--- config.mk ---
export PLATFORM = sky130hd
export DESIGN_NAME = dbus_lsu
export DESIGN_NICKNAME = d
export VERILOG_FILES = /design/src/rtl/dbus_lsu.sv
export SDC_FILE = /design/constraint.sdc
export NUM_CORES = 1
export LEC_CHECK = 0
export CORE_ASPECT_RATIO = 1.5
export CORE_UTILIZATION = 30
export CTS_BUF_LIST = sky130_fd_sc_hd__clkbuf_4 sky130_fd_sc_hd__clkbuf_8
export DETAILED_ROUTE_END_ITERATION = 8
export PLACE_DENSITY = 0.64
export SLEW_MARGIN = 20
export SYNTH_ARGS = -nofsm -noshare
export SYNTH_HDL_FRONTEND = slang
export SYNTH_SLANG_ARGS = --single-unit
--- constraint.sdc ---
create_clock -name clk -period 3.04 [get_ports clk]
set_input_delay 0.608 -clock clk [delete_from_list [all_inputs] [get_ports clk]]
set_output_delay 0.608 -clock clk [all_outputs]
set_load 0.02 [all_outputs]
--- src/rtl/dbus_lsu.sv ---
// dbus_lsu -- load/store unit sitting between the execute stage and the
// external data bus (DAD/DDT/MREQ/WRITE/SIZE/ACKD_n).
//
// Takes one load or store request at a time, checks funct3 legality and
// address alignment, then holds the bus request until memory acknowledges
// or the wait budget runs out. Load data is sign/zero-extended on capture.
//
// Ports:
//   clk, rst      clock, synchronous active-high reset
//   req_valid     request present; held stable by the core until resp_done
//   req_write     1 = store, 0 = load
//   req_funct3    RV32I load/store funct3
//   req_addr      byte address
//   req_wdata     store data (rs2)
//   busy          unit not idle; stalls the core
//   resp_done     one-cycle completion pulse
//   resp_err      00 ok, 01 misaligned/illegal funct3, 10 bus timeout
//   resp_rdata    extended load data
//   DAD           bus address
//   MREQ          bus request
//   WRITE         store cycle
//   SIZE          00 word, 01 half, 10 byte
//   DDT_o         right-justified store data
//   DDT_oe        store data drive enable (MREQ & WRITE)
//   DDT_i         right-justified load data from the bus
//   ACKD_n        active-low acknowledge, sampled while MREQ=1
module dbus_lsu #(
  parameter int BIT_WIDTH      = 32,
  parameter int TIMEOUT_CYCLES = 16,
  parameter int CNT_WIDTH      = 8
) (
  input  logic                 clk,
  input  logic                 rst,
  input  logic                 req_valid,
  input  logic                 req_write,
  input  logic [2:0]           req_funct3,
  input  logic [BIT_WIDTH-1:0] req_addr,
  input  logic [BIT_WIDTH-1:0] req_wdata,
  output logic                 busy,
  output logic                 resp_done,
  output logic [1:0]           resp_err,
  output logic [BIT_WIDTH-1:0] resp_rdata,
  output logic [BIT_WIDTH-1:0] DAD,
  output logic                 MREQ,
  output logic                 WRITE,
  output logic [1:0]           SIZE,
  output logic [BIT_WIDTH-1:0] DDT_o,
  output logic                 DDT_oe,
  input  logic [BIT_WIDTH-1:0] DDT_i,
  input  logic                 ACKD_n
);

  typedef enum logic [1:0] {
    IDLE,
    ACCESS,
    RESP
  } state_t;

  localparam logic [1:0] SIZE_WORD = 2'b00;
  localparam logic [1:0] SIZE_HALF = 2'b01;
  localparam logic [1:0] SIZE_BYTE = 2'b10;

  localparam logic [1:0] ERR_OK      = 2'b00;
  localparam logic [1:0] ERR_ALIGN   = 2'b01;
  localparam logic [1:0] ERR_TIMEOUT = 2'b10;

  // Counter value at which the access is abandoned: the counter starts at 0
  // in the first MREQ cycle, so MREQ stays high for TIMEOUT_CYCLES cycles.
  localparam logic [CNT_WIDTH-1:0] WAIT_LAST =
    (TIMEOUT_CYCLES > 0) ? CNT_WIDTH'(TIMEOUT_CYCLES - 1) : '0;
  localparam bit TIMEOUT_EN = (TIMEOUT_CYCLES != 0);

  state_t                 state;
  logic [2:0]             funct3_q;
  logic [CNT_WIDTH-1:0]   wait_cnt;

  logic                   req_legal;
  logic [1:0]             req_size;
  logic [BIT_WIDTH-1:0]   req_store_data;
  logic [BIT_WIDTH-1:0]   load_ext;

  // Legality and bus size of the incoming request.
  always_comb begin
    req_legal = 1'b0;
    req_size  = SIZE_WORD;
    case (req_funct3)
      3'b000: begin
        req_legal = 1'b1;
        req_size  = SIZE_BYTE;
      end
      3'b001: begin
        req_legal = ~req_addr[0];
        req_size  = SIZE_HALF;
      end
      3'b010: begin
        req_legal = (req_addr[1:0] == 2'b00);
        req_size  = SIZE_WORD;
      end
      3'b100: begin
        req_legal = ~req_write;
        req_size  = SIZE_BYTE;
      end
      3'b101: begin
        req_legal = ~req_write & ~req_addr[0];
        req_size  = SIZE_HALF;
      end
      default: begin
        req_legal = 1'b0;
        req_size  = SIZE_WORD;
      end
    endcase
  end

  // Store data, right-justified with zero fill above the access size.
  always_comb begin
    req_store_data = req_wdata;
    case (req_funct3[1:0])
      2'b00:   req_store_data = BIT_WIDTH'(req_wdata[7:0]);
      2'b01:   req_store_data = BIT_WIDTH'(req_wdata[15:0]);
      default: req_store_data = req_wdata;
    endcase
  end

  // Load extension uses the funct3 latched at accept time.
  always_comb begin
    load_ext = DDT_i;
    case (funct3_q)
      3'b000:  load_ext = {{(BIT_WIDTH-8){DDT_i[7]}}, DDT_i[7:0]};
      3'b100:  load_ext = BIT_WIDTH'(DDT_i[7:0]);
      3'b001:  load_ext = {{(BIT_WIDTH-16){DDT_i[15]}}, DDT_i[15:0]};
      3'b101:  load_ext = BIT_WIDTH'(DDT_i[15:0]);
      default: load_ext = DDT_i;
    endcase
  end

  always_ff @(posedge clk) begin
    if (rst) begin
      state      <= IDLE;
      funct3_q   <= '0;
      wait_cnt   <= '0;
      busy       <= 1'b0;
      resp_done  <= 1'b0;
      resp_err   <= ERR_OK;
      resp_rdata <= '0;
      DAD        <= '0;
      MREQ       <= 1'b0;
      WRITE      <= 1'b0;
      SIZE       <= SIZE_WORD;
      DDT_o      <= '0;
    end else begin
      resp_done <= 1'b0;
      case (state)
        IDLE: begin
          if (req_valid) begin
            funct3_q <= req_funct3;
            busy     <= 1'b1;
            if (req_legal) begin
              state    <= ACCESS;
              MREQ     <= 1'b1;
              DAD      <= req_addr;
              WRITE    <= req_write;
              SIZE     <= req_size;
              DDT_o    <= req_store_data;
              wait_cnt <= '0;
            end else begin
              state     <= RESP;
              resp_done <= 1'b1;
              resp_err  <= ERR_ALIGN;
            end
          end
        end

        ACCESS: begin
          if (!ACKD_n) begin
            // Ack takes priority over a timeout on the same edge.
            state     <= RESP;
            MREQ      <= 1'b0;
            resp_done <= 1'b1;
            resp_err  <= ERR_OK;
            if (!WRITE) begin
              resp_rdata <= load_ext;
            end
          end else begin
            wait_cnt <= wait_cnt + 1'b1;
            if (TIMEOUT_EN && (wait_cnt == WAIT_LAST)) begin
              state     <= RESP;
              MREQ      <= 1'b0;
              resp_done <= 1'b1;
              resp_err  <= ERR_TIMEOUT;
            end
          end
        end

        RESP: begin
          state <= IDLE;
          busy  <= 1'b0;
        end

        default: begin
          state <= IDLE;
          busy  <= 1'b0;
          MREQ  <= 1'b0;
        end
      endcase
    end
  end

  assign DDT_oe = MREQ & WRITE;

endmodule
==> key figures, run 1 <==
Status
  – Outcome: finished clean

Timing
  – Minimum clock period: 2.35 ns
  – Max-slew violation count: 0
  – # setup viols final: 0
  – Period utilization: 77.5%
  – Final hold vios: 0
  – Relative slew slack: 52.8%
  – Slew @ Worst Pin: ~0.7 ns
  – Unrepaired setup endpoints after global routing: no
  – Hold Worst Slack: 0.452 ns
  – Maximum clock rate: 425 MHz
  – TNS Setup: 0 ns
  – Post-route setup slack: 0.685 ns
  – Clk_skew: 0.0118 ns

Logic synthesis
  – Synthesized netlist cell count: approximately 540
  – Cell area after synthesis: 4440 µm²
  – Ys async rst share: 0%
  – Syn_area_per_cell: 8.24 µm²
  – Register area share after synthesis: between 50 and 60%
  – Synth warnings: 0
  – Synth Register Bits: between 100 and 150
  – Synth cell types: 47
  – Post-synth EDFFs: 0
  – Predominant post-synthesis flop cell: dfxtp_1
  – Syn nets: around 640

Routing
  – Routed metal-1 wirelength: around 5.5 mm
  – Post-Route WL: approximately 14 mm
  – ANT nets after route: 0
  – DRT iter0 DRCs: 142
  – Highest Signal Layer: met4
  – Total length of routed met3 wires: 1.04 mm
  – WL met2: 6.96 mm
  – DRT Pass-1 Iters: 4
  – DR vias/cell: 4.79
  – Drt drc: 0
  – WL/cell: 14.7 µm
  – Via Count: 4533

Floorplanning
  – Ports: between 200 and 250
  – Die W: 101 µm
  – Die Y: 151 µm
  – Die ar.: 15300 µm²
  – Starting Density: between 30% and 40%
  – Core ar.: 14500 µm²
  – Row count: 54

Clocking
  – H-tree depth: 4
  – Sink Count: 117
  – Clock transition at path regs: 0.06 ns
  – Post-cts resize count: 0
  – Post-CTS setup buffers: 0
  – Clk root buf: clkbuf_8
  – Number of CTS-inserted buffers: 17
  – CTS tree: built
  – Clock latency on the worst-skew pair: 0.42 ns
  – # hold bufs at CTS: 0
  – Max Root-Sink Buffers: 2

GRT
  – Initial antenna violation count: 0
  – Vias in the first global route: 4442
  – GRT overflow: 0
  – First-pass GRT wire length: 21.6 mm
  – Total global-route track usage: 18.2%
  – Largest net degree at the start of global routing: just over 70

Place
  – Cell Count Post-Placement: 916
  – I/O Buffers: 208
  – Dpl ws: 0.275 ns
  – Post-DP HPWL: 10.0 mm
  – GP Congestion: 0.784

Critical path
  – Startpoint types: input pin
  – Worst Path Required: 3.39 ns
  – Crit path max fanout: 8
  – Worst reg2reg startpoint: state[0]
  – Crit end category: flip-flop
  – Critical path arrival: 2.70 ns
  – Kind of critical path: in2reg
  – Crit path from: req_funct3[0]

Pwr
  – Tot Pwr: 0.00356 W
  – Lkg Pwr: around 2.4 nW
  – Peak supply drop: 220 µV
  – PwrDens: about 500 nW/µm²

Layout
  – Area delta synth->final: 60.5%
  – N_diodes: 0
  – Fraction of layout cells with a size suffix above 1: 7.33%
  – # nets final: 844
  – Fin cells: 946

Job
  – Max-Cap Viols: 0

Hold path
  – Hold path startpoint: DDT_o[16]
  – Hold Crit Class: reg2reg
## power breakdown
part           switching [W]  internal (W)
sequential         0.0000403       0.00159
combinational       0.000253      0.000278
clock               0.000608      0.000789
## stage by stage
step	utilization, %	instance area [µm²]
floorplan	-	4440
global placement	46.4	6740
detailed placement	46.4	6740
CTS	49.0	7120
global route	49.0	7120
finish	49.0	7120
## sequential cells by signal, indices dropped and copies added, names as in the netlist
register,flops
state,2
DDT_o,32
busy,1
wait_cnt,8
funct3_q,3
resp_done,1
WRITE,1
DAD,32
MREQ,1
SIZE,2
resp_err,2
resp_rdata,32
## kinds of logic after synthesis
family          after synthesis  synth area share [%]
compound gates              130                  17.3
buf+inv                      45                  4.59
flops                       117                  52.8
xor+xnor                      1                 0.197
simple gates                240                  23.7
mux                           5                  1.16
fa+ha+maj                     1                 0.282
## worst paths after layout
check | end | slack (ns) | cells past startpoint
worst max register to register | resp_rdata[14] | 1.03 | 4
worst min register to register | DDT_o[16] | 0.45 | 2
worst max-delay path | wait_cnt[3] | 0.69 | 6
worst min-delay path | DDT_o[16] | 0.45 | 2
## per-layer routing
| layer | track usage, % | up-vias |
|---|---|---|
| met1 | 19.8 | 2099 |
| met4 | 8.41 | 0 |
| met2 | 31.7 | 174 |
| li1 | - | 2232 |
| met5 | 0 | - |
| met3 | 6.09 | 28 |
## cells in the mapped netlist, types with 2 or more instances
library cell / n / area, µm²
a211oi_1: 26 / 195
a21oi_1: 83 / 415
a31oi_1: 2 / 12.5
and2_1: 2 / 12.5
buf_2: 7 / 35.0
buf_6: 3 / 33.8
clkbuf_1: 28 / 105
dfxtp_1: 117 / 2340
inv_1: 5 / 18.8
mux2i_1: 4 / 40.0
nand2_1: 150 / 563
nand2b_1: 2 / 12.5
nand3_1: 27 / 135
nand4_1: 2 / 12.5
nor2_1: 32 / 120
nor3_1: 4 / 20.0
nor4_1: 2 / 12.5
o21ai_0: 6 / 30.0
o311ai_1: 2 / 17.5
o31ai_1: 2 / 15.0
or2_2: 2 / 12.5
or3_1: 4 / 25.0
or4_1: 3 / 22.5
## layout by cell type, fill, tap and decap left out, types with 6 or more instances in the layout
cell,n
clkdlybuf4s50_1,207
nand2_1,150
dfxtp_1,117
a21oi_1,83
nor2_1,32
nand3_1,27
a211oi_1,26
clkbuf_8,20
buf_4,11
o21ai_0,6
## final cells by class
type | instances | area, µm²
Clock buffer | 21 | 283
Clock inverter | 9 | 104
Fill cell | 1441 | 7400
Inverter | 5 | 18.8
Multi-Input combinational cell | 377 | 1920
Sequential cell | 117 | 2340
Tap cell | 196 | 245
Timing Repair Buffer | 221 | 2210
## critical path: stages
cell and delay (ns):
clkdlybuf4s50_1 0.63, a221oi_2 0.48, o311ai_1 0.28, buf_4 0.23
or3_1 0.33, a21oi_1 0.15
No activity file was read; power rests on OpenSTA's default activity.
==> inputs of run 2 (changes only) <==
- clock period: 3.04 -> 2.4 ns (I/O delays scaled with it)
==> run 2 against run 1 <==
Net effect:
- critical path depth shrank 4
- sequential cell count stayed put
- total power up 34%
- clock power grew 43%
- worst hold slack got worse by 0.0026 ns
- via count up 1.4%
- clock-buffer cell count grew 1
- first-iteration DRC count up 11%
==> key figures, run 2 (synthesis gave the netlist of run 1 again) <==
Pwr
  – Switch share: 24.1%
  – Peak supply drop: 304 µV
  – Switch Pwr: 0.00115 W
  – PwrDens: 655 nW/µm²
  – Clock Power Share: 42.1%
  – Lkg Pwr: 2.48 nW
  – Pint: about 0.0036 W
  – Comb pwr share: 14.5%
  – Sequential Power Share: ~44%

Clocking
  – Post-cts resize count: 0
  – Sink Count: 117
  – CTS tree: built
  – Post-CTS setup buffers: 0
  – Clock transition at path regs: around 0.060 ns
  – Max Root-Sink Buffers: 2
  – H-tree depth: 4
  – Clock latency on the worst-skew pair: approximately 0.42 ns
  – Number of CTS-inserted buffers: 17
  – Clk root buf: clkbuf_8
  – # hold bufs at CTS: 0

Routing
  – Drt drc: 0
  – DRT Pass-1 Iters: 4
  – WL/cell: 14.4 µm
  – Total length of routed met3 wires: 989 µm
  – WL met2: 6.90 mm
  – Routed metal-1 wirelength: about 5.5 mm
  – DR vias/cell: about 4.8
  – Post-Route WL: approximately 14 mm
  – Via Count: around 4600
  – ANT nets after route: 0
  – DRT iter0 DRCs: 157
  – Highest Signal Layer: met4

Critical path
  – Worst Path Required: about 1.9 ns
  – Kind of critical path: reg2out
  – Cell Chain, Critical Path: and2_1 -> clkdlybuf4s50_1
  – Crit path max fanout: 5
  – Crit path largest cell delay: a little under 0.6 ns
  – Startpoint types: flip-flop
  – WP buf/inv: 1
  – Critical path arrival: 1.66 ns
  – CP max-delay cell: clkdlybuf4s50_1
  – Crit end category: primary output
  – Cell family with most CP delay: buffers and inverters

Timing
  – Max-slew violation count: 0
  – Hold Worst Slack: 0.449 ns
  – Maximum clock rate: between 400 and 500 MHz
  – TNS Setup: 0 ns
  – Clk_skew: 0.0150 ns
  – Period utilization: 89.3%
  – Relative slew slack: a little under 60%
  – Minimum clock period: ~2.1 ns
  – # setup viols final: 0
  – Unrepaired setup endpoints after global routing: no
  – Final hold vios: 0
  – Slew @ Worst Pin: 0.613 ns
  – Post-route setup slack: roughly 0.26 ns

Status
  – Outcome: finished clean

Floorplanning
  – Die Y: about 150 µm
  – Die W: about 100 µm
  – Die ar.: 15300 µm²
  – Starting Density: 30.6%
  – Core ar.: 14500 µm²
  – Ports: 209
  – Row count: 54

Place
  – Dpl ws: -0.141 ns
  – Cell Count Post-Placement: 927
  – Post-DP HPWL: 9.98 mm
  – GP Congestion: 0.837
  – I/O Buffers: ~210

Layout
  – Most common cell after layout, fill and taps aside: clkdlybuf4s50_1
  – Final core occ: 50.0%
  – Commonest non-fill, non-tap cells in the layout: clkdlybuf4s50_1, nand2_1, dfxtp_1, a21oi_1, nor2_1
  – Area delta synth->final: 63.6%
  – Largest registers: DAD (32), DDT_o (32), resp_rdata (32)
  – Fin cells: 958
  – N_diodes: 0
  – # nets final: 855
  – Fraction of layout cells with a size suffix above 1: 8.79%

GRT
  – First-pass GRT wire length: 21.5 mm
  – GRT overflow: 0
  – Initial antenna violation count: 0
  – Largest net degree at the start of global routing: 51
  – Total global-route track usage: 18.0%
  – Vias in the first global route: 4416

Job
  – Max-Cap Viols: 0

Hold path
  – Hold Crit Class: reg2reg
[run 2: changes by cell type in the layout (fill, tap and decap cells not counted)]
cell / previous run / this run
clkinv_4: 1 / 0
clkbuf_4: 1 / 2
bufinv_16: 2 / 4
clkinv_2: 4 / 3
buf_4: 11 / 22
[run 2: final cells by class]
cell class	instances	area (µm²)
Clock buffer	22	290
Clock inverter	9	150
Fill cell	1359	7270
Timing Repair Buffer	232	2300
Tap cell	196	245
Multi-Input combinational cell	377	1920
Inverter	5	18.8
Sequential cell	117	2340
[run 2: worst reg2reg max path: cells and delay by family, from the launching register on]
| family | cells | cell delay, ns |
|---|---|---|
| AO/OA/AOI/OAI | 2 | 0.31 |
| flip-flops | 1 | 0.53 |
| buffers and inverters | 1 | 0.18 |
| AND/OR/NAND/NOR | 2 | 0.67 |
[run 2: routing by layer]
layer | GRT usage, % | vias up
met3 | 5.45 | 26
met4 | 8.48 | 0
li1 | - | 2261
met5 | 0 | -
met2 | 31.2 | 180
met1 | 20.1 | 2129
[run 2: worst paths after layout]
kind	startpoint	to	slack (ns)	depth (start not counted)
worst max-delay path	WRITE	DDT_oe	0.26	2
worst min-delay path	DDT_o[22]	DDT_o[22]	0.45	2
worst max register to register	state[0]	wait_cnt[6]	0.65	5
worst min register to register	DDT_o[22]	DDT_o[22]	0.45	2
[run 2: metrics by stage]
stage / power, W / instance area (µm²)
4_1_cts: 0.00482 / 7260
2_1_floorplan: 0.00240 / 4440
5_1_grt: 0.00495 / 7260
3_5_place_dp: 0.00280 / 6820
3_3_place_gp: 0.00279 / 6820
6_report: 0.00475 / 7260
[run 2: power by group through the flow]
stage                     Combinational, W  Clock, W  Sequential, W
after floorplan                   0.000226         0        0.00217
after global placement            0.000681         0        0.00211
after detailed placement          0.000690         0        0.00211
after CTS                         0.000695   0.00206        0.00207
after global routing              0.000745   0.00214        0.00207
final                             0.000688   0.00200        0.00207
